**config.mk**
```make
export PLATFORM = sky130hd
export DESIGN_NAME = softmax_backward_flat
export DESIGN_NICKNAME = d
export VERILOG_FILES = /design/src/rtl/softmax_pkg.sv /design/src/rtl/softmax_backward_if.sv /design/src/rtl/fxp_mul.sv /design/src/rtl/softmax_backward.sv /design/src/flat_wrapper.sv
export SDC_FILE = /design/constraint.sdc
export NUM_CORES = 2
export LEC_CHECK = 0
export BUFFER_PORTS_ARGS = -buffer_cell sky130_fd_sc_hd__buf_2
export CAP_MARGIN = 5
export CORE_UTILIZATION = 35
export CTS_BUF_LIST = sky130_fd_sc_hd__clkbuf_4 sky130_fd_sc_hd__clkbuf_8
export CTS_CLUSTER_DIAMETER = 100
export DETAILED_ROUTE_END_ITERATION = 16
export MAX_ROUTING_LAYER = met4
export SLEW_MARGIN = 30
export SYNTH_ARGS = -nofsm -noshare
export SYNTH_HDL_FRONTEND = slang
export SYNTH_SLANG_ARGS = --single-unit
```
**constraint.sdc**
```tcl
create_clock -name clk -period 24 [get_ports clk]
set_input_delay 4.8 -clock clk [delete_from_list [all_inputs] [get_ports clk]]
set_output_delay 4.8 -clock clk [all_outputs]
set_load 0.05 [all_outputs]
```
**src/rtl/softmax_pkg.sv**
```systemverilog
// softmax_pkg: shared FSM state type and saturation helper for softmax_backward.
// Contents: state_t (IDLE, DOT, SCALE, FINISH); sat() clamps to a w-bit signed range.
package softmax_pkg;
    typedef enum logic [1:0] {IDLE, DOT, SCALE, FINISH} state_t;
    // Clamp a sign-extended value to the signed range of a w-bit word (w <= 63);
    // callers size-cast the result down to w bits.
    function automatic logic signed [63:0] sat(input logic signed [63:0] v, input int w);
        logic signed [63:0] hi;
        logic signed [63:0] lo;
        hi = (64'sd1 <<< (w - 1)) - 64'sd1;
        lo = -hi - 64'sd1;
        return (v > hi) ? hi : (v < lo) ? lo : v;
    endfunction
endpackage

```
**src/rtl/softmax_backward_if.sv**
```systemverilog
// softmax_backward_if: request/response bundle for the softmax backward engine.
// Ports: start, y_data[], grad_in[] (master -> slave); grad_out[], done, busy (slave -> master).
interface softmax_backward_if #(
    parameter int WIDTH     = 16,
    parameter int DIMENSION = 10
);
    logic                    start;
    logic signed [WIDTH-1:0] y_data   [DIMENSION];
    logic signed [WIDTH-1:0] grad_in  [DIMENSION];
    logic signed [WIDTH-1:0] grad_out [DIMENSION];
    logic                    done;
    logic                    busy;
    modport master (output start, y_data, grad_in, input grad_out, done, busy);
    modport slave  (input start, y_data, grad_in, output grad_out, done, busy);
endinterface

```
**src/rtl/fxp_mul.sv**
```systemverilog
// fxp_mul: signed fixed-point multiply, product shifted right by FIXED_POINT_INDEX.
// Ports: a, b (WIDTH operands); wide (full 2*WIDTH shifted product); narrow (wide saturated to WIDTH).
module fxp_mul import softmax_pkg::*; #(
    parameter int WIDTH             = 16,
    parameter int FIXED_POINT_INDEX = 8
) (
    input  logic signed [WIDTH-1:0]   a,
    input  logic signed [WIDTH-1:0]   b,
    output logic signed [2*WIDTH-1:0] wide,
    output logic signed [WIDTH-1:0]   narrow
);
    localparam int PW = 2 * WIDTH;
    always_comb begin
        wide   = (PW'(a) * PW'(b)) >>> FIXED_POINT_INDEX;
        narrow = WIDTH'(sat(64'(wide), WIDTH));
    end
endmodule

```
**src/rtl/softmax_backward.sv**
```systemverilog
// softmax_backward: sequential dL/dx = y * (g - sum(y*g)) over a DIMENSION-element vector.
// Ports: clk, reset (async, active-high); bus (slave): start, y_data, grad_in, grad_out, done, busy.
module softmax_backward import softmax_pkg::*; #(
    parameter int WIDTH             = 16,
    parameter int DIMENSION         = 10,
    parameter int FIXED_POINT_INDEX = 8
) (
    input logic               clk,
    input logic               reset,
    softmax_backward_if.slave bus
);
    localparam int IW = (DIMENSION > 1) ? $clog2(DIMENSION) : 1;
    localparam int AW = WIDTH + 8;
    localparam logic [IW-1:0] LAST = IW'(DIMENSION - 1);

    state_t                   state, state_next;
    logic [IW-1:0]            idx;
    logic signed [AW-1:0]     acc, acc_next;
    logic signed [WIDTH-1:0]  s;
    logic signed [WIDTH-1:0]  y_r    [DIMENSION];
    logic signed [WIDTH-1:0]  g_r    [DIMENSION];
    logic signed [WIDTH-1:0]  grad_r [DIMENSION];
    logic signed [WIDTH:0]    d;
    logic signed [WIDTH-1:0]  mul_b, mul_narrow;
    logic signed [2*WIDTH-1:0] mul_wide;
    logic                     done_r, in_dot, in_scale, last;

    always_ff @(posedge clk or posedge reset)
        if (reset) state <= IDLE;
        else state <= state_next;

    always_comb
        state_next = (state == IDLE)  ? (bus.start ? DOT : IDLE) :
                     (state == DOT)   ? (last ? SCALE : DOT) :
                     (state == SCALE) ? (last ? FINISH : SCALE) : IDLE;

    always_comb begin
        bus.busy = state != IDLE;
        in_dot   = state == DOT;
        in_scale = state == SCALE;
        last     = idx == LAST;
    end

    // The single multiplier computes y*g during DOT and y*(g-s) during SCALE.
    always_comb begin
        d        = {g_r[idx][WIDTH-1], g_r[idx]} - {s[WIDTH-1], s};
        mul_b    = in_dot ? g_r[idx] : WIDTH'(sat(64'(d), WIDTH));
        acc_next = AW'(64'(acc) + 64'(mul_wide));
    end

    fxp_mul #(.WIDTH(WIDTH), .FIXED_POINT_INDEX(FIXED_POINT_INDEX)) u_mul (
        .a      (y_r[idx]),
        .b      (mul_b),
        .wide   (mul_wide),
        .narrow (mul_narrow)
    );

    always_ff @(posedge clk or posedge reset) begin
        if (reset) begin
            idx    <= '0;
            acc    <= '0;
            s      <= '0;
            done_r <= 1'b0;
            for (int i = 0; i < DIMENSION; i++) begin
                y_r[i]    <= '0;
                g_r[i]    <= '0;
                grad_r[i] <= '0;
            end
        end else begin
            done_r <= state == FINISH;
            if (state == IDLE && bus.start) begin
                y_r <= bus.y_data;
                g_r <= bus.grad_in;
                acc <= '0;
                idx <= '0;
            end
            if (in_dot) acc <= acc_next;
            // s takes the final sum, including the last product, as DOT ends.
            if (in_dot && last) s <= WIDTH'(sat(64'(acc_next), WIDTH));
            if (in_scale) grad_r[idx] <= mul_narrow;
            if (in_dot || in_scale) idx <= last ? '0 : idx + 1'b1;
        end
    end

    assign bus.done     = done_r;
    assign bus.grad_out = grad_r;
endmodule

```
**src/flat_wrapper.sv**
```systemverilog
// flat-port wrapper written by rule: the top's interface ports become plain ports
module softmax_backward_flat import softmax_pkg::*;
#(
    parameter int WIDTH             = 16,
    parameter int DIMENSION         = 10,
    parameter int FIXED_POINT_INDEX = 8
)
  (clk, reset, bus_start, bus_y_data, bus_grad_in, bus_grad_out, bus_done, bus_busy);
  softmax_backward_if #(.WIDTH(WIDTH), .DIMENSION(DIMENSION)) bus_i ();
  input logic clk;
  input logic reset;
  input wire logic [$bits(bus_i.start)-1:0] bus_start;
  input wire logic [$bits(bus_i.y_data)-1:0] bus_y_data;
  input wire logic [$bits(bus_i.grad_in)-1:0] bus_grad_in;
  output wire logic [$bits(bus_i.grad_out)-1:0] bus_grad_out;
  output wire logic [$bits(bus_i.done)-1:0] bus_done;
  output wire logic [$bits(bus_i.busy)-1:0] bus_busy;
  assign bus_i.start = bus_start;
  assign bus_i.y_data = {>>{bus_y_data}};
  assign bus_i.grad_in = {>>{bus_grad_in}};
  assign bus_grad_out = {>>{bus_i.grad_out}};
  assign bus_done = bus_i.done;
  assign bus_busy = bus_i.busy;
  softmax_backward #(.WIDTH(WIDTH), .DIMENSION(DIMENSION), .FIXED_POINT_INDEX(FIXED_POINT_INDEX)) u_core (.clk(clk), .reset(reset), .bus(bus_i));
endmodule
```
== Yosys cells after proc, flatten, opt, wreduce, memory -nomap -nowiden ==
Index checks and enable logic that the tools add are counted.
Storage, ports and cells
  flip-flop bits (word level): 527
  input bits: 323
  output and inout bits: 162
  word-level logic and storage cells: 87
Operators by class
  add/subtract/negate cells: 3
  $mul: 1
  $lt $le $gt $ge: 8
  equality and inequality tests: 4
  muxes and demuxes: 27
  bitwise logic cells: 1
  reduce and logical (&&, ||, !) cells: 8
Operators by type and width (number)
  $mux 16: 12
  $bwmux 160: 1
  $bmux 16 s4: 2
  $demux 16 s4: 1
  $gt 24x16->1 const B: 2
  $lt 24x16->1 const B: 2
  $mux 24: 2
  $mul 16x16->32: 1
  $add 24x24->24: 1
  $gt 17x16->1 const B: 1
  $lt 17x16->1 const B: 1
  $sub 16x16->17: 1
  $mux 4: 3
  $mux 2: 4
  $reduce_bool 2->1: 3
  $ge 5x5->1 const B: 1
  $lt 5x1->1 const B: 1
  $not 4->5: 1
  $add 4x1->4 const B: 1
  $eq 2x2->1 const B: 2
  $eq 4x4->1 const B: 1
  $logic_and 1x1->1: 3
  $eq 2x1->1 const B: 1
  $logic_not 2->1: 1
  other kinds (2): 3

== Depth between registers and ports, before layout ==
  depth in word-level cells: 14
  depth in mapped cells: 58
  mapped depth without buffers: 51

== By module ==
A second synthesis with hierarchy kept.
Unflattened totals
  cells, all modules: 3702
  area total of the unflattened synthesis: 35292.6 um2
By module, submodules not included
  softmax_backward: instances 1, cells each 2457, area each 24604.8 um2, sequential area each 13187.6 um2
  fxp_mul: instances 1, cells each 1245, area each 10687.8 um2, sequential area each 0.0 um2

== Worst setup path before layout ==
OpenSTA, ideal clock, no wires.
  kind: register to register
  start: register u_core.idx[0]
  end: register u_core.s[2]
  library setup time: 0.116 ns
  arrival: 12.457 ns
  required time: 23.884 ns
  setup slack: 11.427 ns
  cell stages (with the launch flop): 52
  path buffers: 9
  period minus slack after synthesis: 12.573 ns
  cell sequence: dfrtp_1 > buf_4 > buf_6 > buf_2 > buf_1 > clkbuf_1 > mux2i_1 > o22a_1 > inv_1 > ha_1 > clkinv_1 > or3_4 > o211ai_2 > inv_1 > a221oi_1 > mux2i_1 > clkbuf_1 > a21oi_1 > (+16 left out) > a21oi_1 > o21ai_0 > o2111ai_1 > nor4_1 > nor4b_1 > nand4_1 > o21ai_1 > xnor2_1 > ha_1 > and4_1 > a21oi_1 > a21oi_1 > or4b_2 > nand3_1 > nand3_1 > and2_0 > buf_2 > o311ai_0
Between the ends
  longest elaborated chain between the ends: 14
Ends and longest elaborated chain
  from (decl): line softmax_backward.sv:17  | logic [IW-1:0] idx;
  from (signal assigned): line softmax_backward.sv:81  | if (in_dot || in_scale) idx <= last ? '0 : idx + 1'b1;
  $not 4->5 (not written as such): line softmax_backward.sv:46, softmax_backward.sv:47, softmax_backward.sv:52
  $bmux 16 s4: line softmax_backward.sv:46, softmax_backward.sv:47
  $mux 16 (not written as such) (2 in a row): line softmax_backward.sv:46, softmax_backward.sv:47
  $sub 16x16->17: line softmax_backward.sv:46  | d = {g_r[idx][WIDTH-1], g_r[idx]} - {s[WIDTH-1], s};
  $lt 17x16->1: line softmax_pkg.sv:12  | return (v > hi) ? hi : (v < lo) ? lo : v;
  $mux 16 (2 in a row): line softmax_pkg.sv:12
  $mux 16: line softmax_backward.sv:47  | mul_b = in_dot ? g_r[idx] : WIDTH'(sat(64'(d), WIDTH));
  $mul 16x16->32: line fxp_mul.sv:14  | wide = (PW'(a) * PW'(b)) >>> FIXED_POINT_INDEX;
  $add 24x24->24: line softmax_backward.sv:48  | acc_next = AW'(64'(acc) + 64'(mul_wide));
  $lt 24x16->1: line softmax_pkg.sv:12
  $mux 16 (2 in a row): line softmax_pkg.sv:12
  to (signal assigned): line softmax_backward.sv:79  | if (in_dot && last) s <= WIDTH'(sat(64'(acc_next), WIDTH));
  to (decl): line softmax_backward.sv:19  | logic signed [WIDTH-1:0] s;
Several ways; a longest one is shown, not always the timed one. The select of a mux whose other input is x is not followed.
A chain may end at the register's enable or synchronous reset.

== Worst setup path in the final report ==
  start: register u_core.idx[0]
  end: register u_core.s[6]
Same word-level chain as after synthesis.

==> results.cfg <==
[global_routing]
grt_pass1_vias = 27500
grt_antenna_before_repair = 31
track_usage_pct = 21.4
grt_first_pass_wirelength_mm = 164
grt_overflow = 0
grt_max_degree = 149

[logic_synthesis]
yosys_warnings = 0
ys_ff_latch = 527
avgSynthCellArea_um2 = 10.9
synth_top_cell_by_area = dfrtp_1
synth_fp_nets = 3921
synth_async_sr_flop_share_pct = 100
synth_flop_cell = dfrtp_1
synth.distinct_cells = 92
yosysSeqAreaShare_pct = 37.5
synth_edf_count = 0
synth-simple-area-share_pct = 10.3
synth_area_um2 = 35100
synth_mux_area_share_pct = 15.7
synthCells = 3210
synth_xor_xnor_area_share_pct = 1.61
synth_compound_area_share_pct = 9.86
synth_area_leaders = dfrtp_1, fa_1, mux2_2, ha_1, mux4_2
synth-adder-area-share_pct = 19.4
synth_top_family_by_area = adder cells
synth_top_area_share_pct = 37.5

[worst_setup_path]
path_common_cell = fa_1
cp_num_buf_inv = 7
arrival_ps = 15930
crit_required_ps = 24580
path_delay_family = adder cells
cp_max_fo = 44
end_kind = flop
r2r-start = u_core.idx[0]
slowest_stage = dfrtp_4
slowest_delay_ps = 680
reg2reg_slack_ps = 8650
r2r_end = u_core.s[6]
crit_type = reg -> reg
timing.critical_path.from_type = flop
rr_worst_depth = 44

[cts]
postCtsSetupBuffers = 0
clock-sinks = 527
insertion_delay_ps = 730
cts_resized = 0
cts_buffers = 91
tritoncts = yes
cts_hold_buf = 0
cts_root_buf = clkbuf_8
h-tree-depth = 3
clock_path_buffers = 3
clk_pin_slew_ps = 70

[floorplanning]
rows = 115
io_pins = 485
fp.dieH_um = 319
design.die.area_um2 = 102000
initial_utilization_pct = 35.5
die_w_um = 319
core_area_um2 = 99000

[min_path]
hp-class = reg -> reg
hold_path_end = u_core.bus.grad_out[143]
worstHoldStart = u_core.bus.grad_out[143]
holdPathStages = 2

[detailed_routing]
wl_met1_mm = 44.6
wl_met2_mm = 50.4
viasPerCell = 5.11
wl_per_cell_um = 20.7
wl_met3_mm = 6.74
routed_wl_mm = 105
ant_nets = 0
drt_pass1_iterations = 7
top_layer = met4
drt_iter0_drc = 1779
route.detailed.drc = 0
vias = 26000

[placement]
io_buffers = 484
gp_congestion = 0.939
dp_hpwl_mm = 81.3

[sta]
finalHoldViolCount = 0
clock.fmax_mhz = 65.1
min_period_ps = 15350
finalSetupViolations = 0
timing.final.crit_share_pct = 64.0
fin_setup_tns_ps = 0
clock_skew_ps = 73.1
finalMaxSlewViolations = 0
max_slew.worst_pin.slew_ps = 984
slew_headroom_pct = 34.2
rsz0062_at_grt = false

[finish]
area_growth_pct = 17.4
multi_input_area_um2 = 20100
register_area_um2 = 13200
final_cell_mix = dfrtp_1, buf_2, inv_1
fin_nets = 4398
drive_above_1_share_pct = 32.0
layout_commonest_cell = dfrtp_1
fill_cells = 9700

[flow_run]
cap_viol_max_count = 0

[outcome]
outcome = finished, final reports clean
## flip-flops by register name (all words and copies together), names as in the netlist, named ones only
name                 count
u_core.y_r             160
u_core.acc              24
u_core.bus.grad_out    160
u_core.g_r             160
u_core.idx               4
u_core.s                16
u_core.state             1
u_core.bus.done          1
## routing by layer
layer  track usage, %  vias to the layer above
met5                -                        -
met4             7.06                        0
met3             4.23                      193
met2             34.7                      789
met1             26.8                    13100
li1                 -                    11900
## worst min-delay path, stage by stage, from the launching register on
cell	delay [ps]
dfrtp_1	340
nand2_1	40
o21ai_0	60
## worst max path at each step
stage	startpoint	endpoint	slack (ps)	depth (start not counted)
after global placement	u_core.idx[0]	u_core.s[6]	8270	44
after detailed placement	u_core.idx[0]	u_core.s[4]	8510	44
after global routing	u_core.idx[0]	u_core.s[4]	7450	44
final	u_core.idx[0]	u_core.s[6]	8650	44
after CTS	u_core.idx[0]	u_core.s[6]	8410	42
after floorplan	reset	asynchronous set/reset pin	4470	1
## final cells by class
type	count	share of cell area, %
clock inverter	21	0.683
tap	1287	3.90
inverter	347	3.19
timing repair buffer	535	6.86
multi-input combinational	2185	48.7
clock buffer	147	4.48
sequential	527	32.0
antenna	31	0.188
## cell usage after synthesis (14+ instances only)
master / instances
and2_1: 25
nand2b_1: 38
ha_1: 125
o21ai_0: 81
xnor2_1: 45
nor3_1: 24
o21bai_1: 24
a31oi_1: 16
a21o_1: 35
clkbuf_1: 114
buf_1: 14
a21oi_1: 121
nor2b_1: 25
dfrtp_1: 527
o22a_1: 53
fa_1: 263
mux2i_1: 40
inv_1: 345
nor2_1: 232
mux2_2: 324
a211oi_1: 17
xor2_1: 17
nand4_1: 18
nand2_1: 299
o21ai_1: 52
mux4_2: 64
nand3_1: 36
## stage by stage
step	area (µm²)	setup WS, ps	hold slack, ps	util (%)	std cells
after floorplan	35100	4470	466	-	3210
after detailed placement	39000	8510	465	39.4	4881
after CTS	41100	8410	479	41.6	5049
after global routing	41200	7450	505	41.7	5080
final	41200	8650	470	41.7	5080
after global placement	39000	8270	458	39.4	4881
## cell families after synthesis
group | after synthesis
compound gates | 519
flops | 527
mux | 429
fa+ha+maj | 388
xor+xnor | 63
buf+inv | 498
simple gates | 786
Power is left out: the tool's default activity adds up to more than one toggle a clock period on the data nets, which glitch-free logic cannot reach.
